**src/rtl/fetch_pkg.sv**
```systemverilog
// rtl/fetch_pkg.sv - shared types and constants for the instruction fetch controller
package fetch_pkg;

  typedef enum logic [2:0] {
    ST_IDLE,
    ST_REQ,
    ST_WAIT,
    ST_HOLD,
    ST_DRAIN
  } fetch_state_e;

  typedef enum logic [1:0] {
    EXC_NONE = 2'b00,
    EXC_ADEL = 2'b01,
    EXC_IBE  = 2'b10
  } fetch_exc_e;

  localparam logic [2:0]  KSEG0 = 3'b100;
  localparam logic [2:0]  KSEG1 = 3'b101;

  localparam logic [31:0] RESET_VEC_DEFAULT = 32'h8000_0000;

endpackage

```
**src/rtl/if_fetch_if.sv**
```systemverilog
// rtl/if_fetch_if.sv - memory fetch bus and decode handoff interfaces
interface fetch_mem_if;
  logic        req;
  logic [31:0] addr;
  logic        uncached;
  logic        gnt;
  logic        rvalid;
  logic [31:0] rdata;
  logic        err;

  modport master (output req, addr, uncached, input gnt, rvalid, rdata, err);
  modport slave  (input req, addr, uncached, output gnt, rvalid, rdata, err);
endinterface

interface fetch_inst_if;
  logic        valid;
  logic        ready;
  logic [31:0] inst;
  logic [31:0] pc;
  logic [1:0]  exc;

  modport master (output valid, inst, pc, exc, input ready);
  modport slave  (input valid, inst, pc, exc, output ready);
endinterface

```
**src/rtl/fetch_xlat.sv**
```systemverilog
// rtl/fetch_xlat.sv - kseg0/kseg1 virtual-to-physical decode with fetch address error
module fetch_xlat
  import fetch_pkg::*;
(
  input  logic [31:0] va,
  output logic [31:0] paddr,
  output logic        uncached,
  output logic        adel
);

  logic [2:0] seg;

  assign seg      = va[31:29];
  assign paddr    = {3'b000, va[28:0]};
  assign uncached = (seg == KSEG1);
  assign adel     = !((seg == KSEG0) || (seg == KSEG1)) || (va[1:0] != 2'b00);

endmodule

```
**src/rtl/if_fetch.sv**
```systemverilog
// rtl/if_fetch.sv - instruction fetch FSM: translation, one-outstanding memory fetch, decode handoff
module if_fetch
  import fetch_pkg::*;
#(
  parameter logic [31:0] RESET_VEC = RESET_VEC_DEFAULT
) (
  input  logic         clk,
  input  logic         clrn,
  input  logic [31:0]  pc_q,
  output logic [31:0]  pc_d,
  output logic         pc_e,
  input  logic         redir_valid,
  input  logic [31:0]  redir_pc,
  fetch_mem_if.master  mem,
  fetch_inst_if.master dec
);

  fetch_state_e state_q, state_d;
  logic         inst_valid_q, inst_valid_d;
  logic [31:0]  inst_q, inst_d;
  logic [31:0]  inst_pc_q, inst_pc_d;
  fetch_exc_e   inst_exc_q, inst_exc_d;

  logic [31:0]  paddr;
  logic         uncached;
  logic         adel;
  logic         unused_reset_vec;

  assign unused_reset_vec = ^RESET_VEC;

  fetch_xlat u_xlat (
    .va       (pc_q),
    .paddr    (paddr),
    .uncached (uncached),
    .adel     (adel)
  );

  assign mem.addr     = paddr;
  assign mem.uncached = uncached;

  assign dec.valid = inst_valid_q;
  assign dec.inst  = inst_q;
  assign dec.pc    = inst_pc_q;
  assign dec.exc   = inst_exc_q;

  always_comb begin
    state_d      = state_q;
    inst_valid_d = inst_valid_q;
    inst_d       = inst_q;
    inst_pc_d    = inst_pc_q;
    inst_exc_d   = inst_exc_q;
    mem.req      = 1'b0;
    pc_e         = 1'b0;
    pc_d         = '0;

    unique case (state_q)
      ST_IDLE: state_d = ST_REQ;

      ST_REQ: begin
        mem.req = !adel;
        if (redir_valid) begin
          // a grant in the redirect cycle leaves a response in flight
          state_d = (!adel && mem.gnt) ? ST_DRAIN : ST_REQ;
        end else if (adel) begin
          inst_valid_d = 1'b1;
          inst_d       = '0;
          inst_pc_d    = pc_q;
          inst_exc_d   = EXC_ADEL;
          state_d      = ST_HOLD;
        end else if (mem.gnt) begin
          state_d = ST_WAIT;
        end
      end

      ST_WAIT: begin
        if (redir_valid) begin
          state_d = mem.rvalid ? ST_REQ : ST_DRAIN;
        end else if (mem.rvalid) begin
          inst_valid_d = 1'b1;
          inst_pc_d    = pc_q;
          if (mem.err) begin
            inst_d     = '0;
            inst_exc_d = EXC_IBE;
          end else begin
            inst_d     = mem.rdata;
            inst_exc_d = EXC_NONE;
          end
          state_d = ST_HOLD;
        end
      end

      ST_HOLD: begin
        if (redir_valid || dec.ready) begin
          inst_valid_d = 1'b0;
          state_d      = ST_REQ;
        end
        if (!redir_valid && dec.ready) begin
          pc_e = 1'b1;
          pc_d = pc_q + 32'd4;
        end
      end

      ST_DRAIN: begin
        if (mem.rvalid) state_d = ST_REQ;
      end

      default: state_d = ST_IDLE;
    endcase

    // redirect overrides any sequential advance chosen above
    if (redir_valid && (state_q != ST_IDLE)) begin
      pc_e = 1'b1;
      pc_d = redir_pc;
    end
  end

  always_ff @(posedge clk or negedge clrn) begin
    if (!clrn) begin
      state_q      <= ST_IDLE;
      inst_valid_q <= 1'b0;
      inst_q       <= '0;
      inst_pc_q    <= '0;
      inst_exc_q   <= EXC_NONE;
    end else begin
      state_q      <= state_d;
      inst_valid_q <= inst_valid_d;
      inst_q       <= inst_d;
      inst_pc_q    <= inst_pc_d;
      inst_exc_q   <= inst_exc_d;
    end
  end

endmodule

```
**src/flat_wrapper.sv**
```systemverilog
// flat-port wrapper written by rule: the top's interface ports become plain ports
module if_fetch_flat import fetch_pkg::*;
#(
  parameter logic [31:0] RESET_VEC = RESET_VEC_DEFAULT
)
  (clk, clrn, pc_q, pc_d, pc_e, redir_valid, redir_pc, mem_req, mem_addr, mem_uncached, mem_gnt, mem_rvalid, mem_rdata, mem_err, dec_valid, dec_inst, dec_pc, dec_exc, dec_ready);
  fetch_mem_if mem_i ();
  fetch_inst_if dec_i ();
  input  logic clk;
  input  logic clrn;
  input  logic [31:0] pc_q;
  output logic [31:0] pc_d;
  output logic pc_e;
  input  logic redir_valid;
  input  logic [31:0] redir_pc;
  output wire logic [$bits(mem_i.req)-1:0] mem_req;
  output wire logic [$bits(mem_i.addr)-1:0] mem_addr;
  output wire logic [$bits(mem_i.uncached)-1:0] mem_uncached;
  input wire logic [$bits(mem_i.gnt)-1:0] mem_gnt;
  input wire logic [$bits(mem_i.rvalid)-1:0] mem_rvalid;
  input wire logic [$bits(mem_i.rdata)-1:0] mem_rdata;
  input wire logic [$bits(mem_i.err)-1:0] mem_err;
  output wire logic [$bits(dec_i.valid)-1:0] dec_valid;
  output wire logic [$bits(dec_i.inst)-1:0] dec_inst;
  output wire logic [$bits(dec_i.pc)-1:0] dec_pc;
  output wire logic [$bits(dec_i.exc)-1:0] dec_exc;
  input wire logic [$bits(dec_i.ready)-1:0] dec_ready;
  assign mem_req = mem_i.req;
  assign mem_addr = mem_i.addr;
  assign mem_uncached = mem_i.uncached;
  assign mem_i.gnt = mem_gnt;
  assign mem_i.rvalid = mem_rvalid;
  assign mem_i.rdata = mem_rdata;
  assign mem_i.err = mem_err;
  assign dec_valid = dec_i.valid;
  assign dec_inst = dec_i.inst;
  assign dec_pc = dec_i.pc;
  assign dec_exc = dec_i.exc;
  assign dec_i.ready = dec_ready;
  if_fetch #(.RESET_VEC(RESET_VEC)) u_core (.clk(clk), .clrn(clrn), .pc_q(pc_q), .pc_d(pc_d), .pc_e(pc_e), .redir_valid(redir_valid), .redir_pc(redir_pc), .mem(mem_i), .dec(dec_i));
endmodule
```
**config.mk**
```make
export PLATFORM = sky130hd
export DESIGN_NAME = if_fetch_flat
export DESIGN_NICKNAME = d
export VERILOG_FILES = /design/src/rtl/fetch_pkg.sv /design/src/rtl/if_fetch_if.sv /design/src/rtl/fetch_xlat.sv /design/src/rtl/if_fetch.sv /design/src/flat_wrapper.sv
export SDC_FILE = /design/constraint.sdc
export NUM_CORES = 1
export LEC_CHECK = 0
export BUFFER_PORTS_ARGS = -buffer_cell sky130_fd_sc_hd__buf_4
export CORE_MARGIN = 2
export CORE_UTILIZATION = 47
export CTS_BUF_LIST = sky130_fd_sc_hd__clkbuf_2
export CTS_CLUSTER_SIZE = 24
export DETAILED_ROUTE_END_ITERATION = 10
export PLACE_DENSITY = 0.92
export SYNTH_ARGS = -nofsm -noshare
export SYNTH_HDL_FRONTEND = slang
export SYNTH_SLANG_ARGS = --single-unit
```
**constraint.sdc**
```tcl
create_clock -name clk -period 3.5 [get_ports clk]
set_clock_uncertainty 0.2 [all_clocks]
set_input_delay 0.7 -clock clk [delete_from_list [all_inputs] [get_ports clk]]
set_output_delay 0.7 -clock clk [all_outputs]
set_load 0.02 [all_outputs]
```
==> flow_summary.json <==
{
  "status": "finished, final reports clean",
  "std_cell_rows": 35,
  "htreeDepth": 3,
  "hold_slack_ns": 0.0711,
  "period_minus_slack_ns": 3.34,
  "cts_buffers": 9,
  "grt-ovfl-total": 0,
  "total_power_w": 0.00226,
  "seq_area_um2": 1750,
  "die-area_um2": 10300,
  "cp.arrival_ns": 2.44,
  "fmax_mhz": 299,
  "place.gp.congestion": 0.875,
  "r2r_setup_slack_ns": 1.32,
  "fin_ws_ns": 0.158,
  "cts_tree": "yes",
  "finalNetCount": 760,
  "drtPass1Iterations": 4,
  "synthCells": 456,
  "place_inst": 773,
  "grt_use_total_pct": 25.3,
  "io_pins": 237,
  "avgSynthCellArea_um2": 9.78,
  "dp_hpwl_mm": 10.1,
  "totalWireLength_mm": 13.3,
  "fin_tns_setup_ns": 0,
  "ys_types": 61,
  "rr_worst_depth": 5,
  "crit_type": "input port to primary output",
  "cts_sinks": 70,
  "synth_area_um2": 4460,
  "period_share_pct": 95.5,
  "worst_pin_slew_ns": 0.893,
  "synth_ff_type": "dfrtp_1",
  "cp_max_fo": 23,
  "wl_per_cell_um": 16.8,
  "synth_seq_cells": 70,
  "clkLatencyLatePin_ns": 0.48,
  "clk_path_buf_depth": 2,
  "n_antenna_cell": 0,
  "power.density_nw_per_um2": 366,
  "finalSetupViolations": 0,
  "root_buffer": "clkbuf_2",
  "antenna_left": 0,
  "num_vias": 4280,
  "syn_to_final_growth_pct": 38.5,
  "yosysSeqAreaShare_pct": 39.3,
  "required_ns": 2.60,
  "drc": 0,
  "grt_max_degree": 71,
  "start_util_pct": 48.3,
  "multi_input_area_um2": 2150,
  "die_y_um": 101,
  "rsz0062_at_grt": "no",
  "fillCellCount": 728,
  "slowest_delay_ns": 0.54,
  "ys_warn_count": 0,
  "grt_pass1_wl_mm": 20.3,
  "final_cells": 790,
  "end_kind": "primary output",
  "antenna_found_initial": 0,
  "p_leak_nw": 3.02,
  "synth_edf_count": 0,
  "ir_drop_v": 0.000182,
  "cp-start-kind": "input port",
  "core_um2": 9240,
  "cp_slowest_cell": "or2_1",
  "drtIter0Drc": 118,
  "grt_pass1_vias": 4140,
  "die_w_um": 101,
  "crit_chain": "buf_4, nand4_1, or2_1, o311a_2, a221o_1, buf_4",
  "clkSlewWorstSetupHoldPaths_ns": 0.23,
  "hold_violations": 0,
  "drive_above_1_share_pct": 47.5,
  "hp-class": "input port to asynchronous set/reset pin",
  "maxCapViolCount": 0,
  "rr_endpoint": "u_core.dec.inst[31]",
  "port_buffers": 233,
  "place_ws_ns": 0.178,
  "crit_top_cell": "buf_4",
  "vias_per_cell": 5.42,
  "postCtsHoldBufs": 0,
  "final_max_slew_viol_count": 0,
  "async_reset_ff_share_pct": 100,
  "slew_headroom_pct": 40.4,
  "rr_startpoint": "u_core.state_q[1]"
}
-- cells in the final DEF, fill, tap and decap left out, types with 7 or more instances in the layout --
cell	synthesis	routed
nor2_1	8	7
nand4_1	8	8
clkbuf_2	0	10
xor2_1	9	9
buf_4	37	248
mux2_2	34	34
a22o_1	17	17
nand2_1	54	54
inv_1	36	36
o311a_1	7	7
nor3_1	18	18
dfrtp_1	70	68
mux2i_1	32	32
nand3_1	15	15
nor4_1	9	8
or4_1	7	7
-- layer usage --
layer | vias up | wire length, µm | global-route usage [%] | part of all wire, %
met2 | 217 | 6870 | 45.0 | 52
met3 | 25 | 1120 | 6.63 | 8.5
met4 | 0 | 227 | 9.25 | 1.7
met1 | 2045 | 5050 | 29.4 | 38
li1 | 1993 | - | - | -
met5 | - | 0 | 0 | 0
-- cells by family (layout without fill, tap and decap cells) --
kind of cell,Yosys count,after routing,share of synthesized area [%]
AO/OA/AOI/OAI,57,57,10.8
flip-flops,70,70,39.3
buffers and inverters,98,301,13.1
AND/OR/NAND/NOR,148,148,17.8
adder cells (fa/ha/maj),2,2,0.505
multiplexers,66,66,15.8
other,1,3,0.0840
XOR/XNOR,14,14,2.75
-- state kept, by name, summed over array words and instances, names as in the netlist --
signal	cells
u_core.dec.exc	2
u_core.dec.pc	32
u_core.dec.inst	32
u_core.dec.valid	1
u_core.state_q	3
-- metrics by stage --
| step | utilization [%] | cell area (µm²) |
|---|---|---|
| CTS | 66.8 | 6170 |
| detailed placement | 65.7 | 6070 |
| global route | 66.9 | 6180 |
| floorplan | - | 4470 |
| global placement | 65.7 | 6070 |
| finish | 66.9 | 6180 |
-- cell type report --
class                           instances  area share [%]
Inverter                               36            2.19
Sequential cell                        70            28.4
Clock buffer                           10           0.810
Tap cell                              129            2.61
Multi-Input combinational cell        290            34.8
Clock inverter                          6           0.749
Timing Repair Buffer                  249            30.5
-- timing repair --
action,CTS,global route
resized for setup,0,2
endpoints found under the setup margin,0,9
buffers inserted,0,1
-- cells in the mapped netlist, types with 5 or more instances --
library cell  count  area (µm²)
or4_1             7        52.6
a221o_1           5        50.1
dfrtp_1          70        1750
nand2_1          54         203
a22o_1           17         149
nor2_1            8        30.0
buf_2             5        25.0
mux2i_1          32         320
xnor2_1           5        43.8
nor3_1           18        90.1
nand4_1           8        50.1
nor4_1            9        56.3
clkbuf_1         12        45.0
o311a_1           7        70.1
nand3_1          15        75.1
inv_1            36         135
buf_4            37         278
xor2_1            9        78.8
mux2_2           34         383
-- worst max path at each step --
stage / from / to / slack (ns) / cells after the start
after detailed placement: pc_q[5] / pc_d[22] / 0.18 / 6
after floorplan: pc_q[2] / pc_d[28] / 0.44 / 5
after CTS: u_core.state_q[2] / pc_d[25] / 0.06 / 6
after global placement: pc_q[2] / pc_d[28] / 0.22 / 7
after global routing: u_core.state_q[2] / pc_d[25] / 0.08 / 6
final: pc_q[5] / pc_d[22] / 0.16 / 6
-- report_power, final --
part,total (W),internal (W),switching (W)
clock,0.000418,0.000101,0.000316
sequential,0.000964,0.000908,0.0000560
combinational,0.000878,0.000418,0.000460
-- worst max-delay path, delay by kind of cell --
family                 cells  cell delay (ns)
AND/OR/NAND/NOR            2             0.71
buffers and inverters      2             0.29
AO/OA/AOI/OAI              2             0.74
Note: power is estimated with default switching activity, not from simulation.
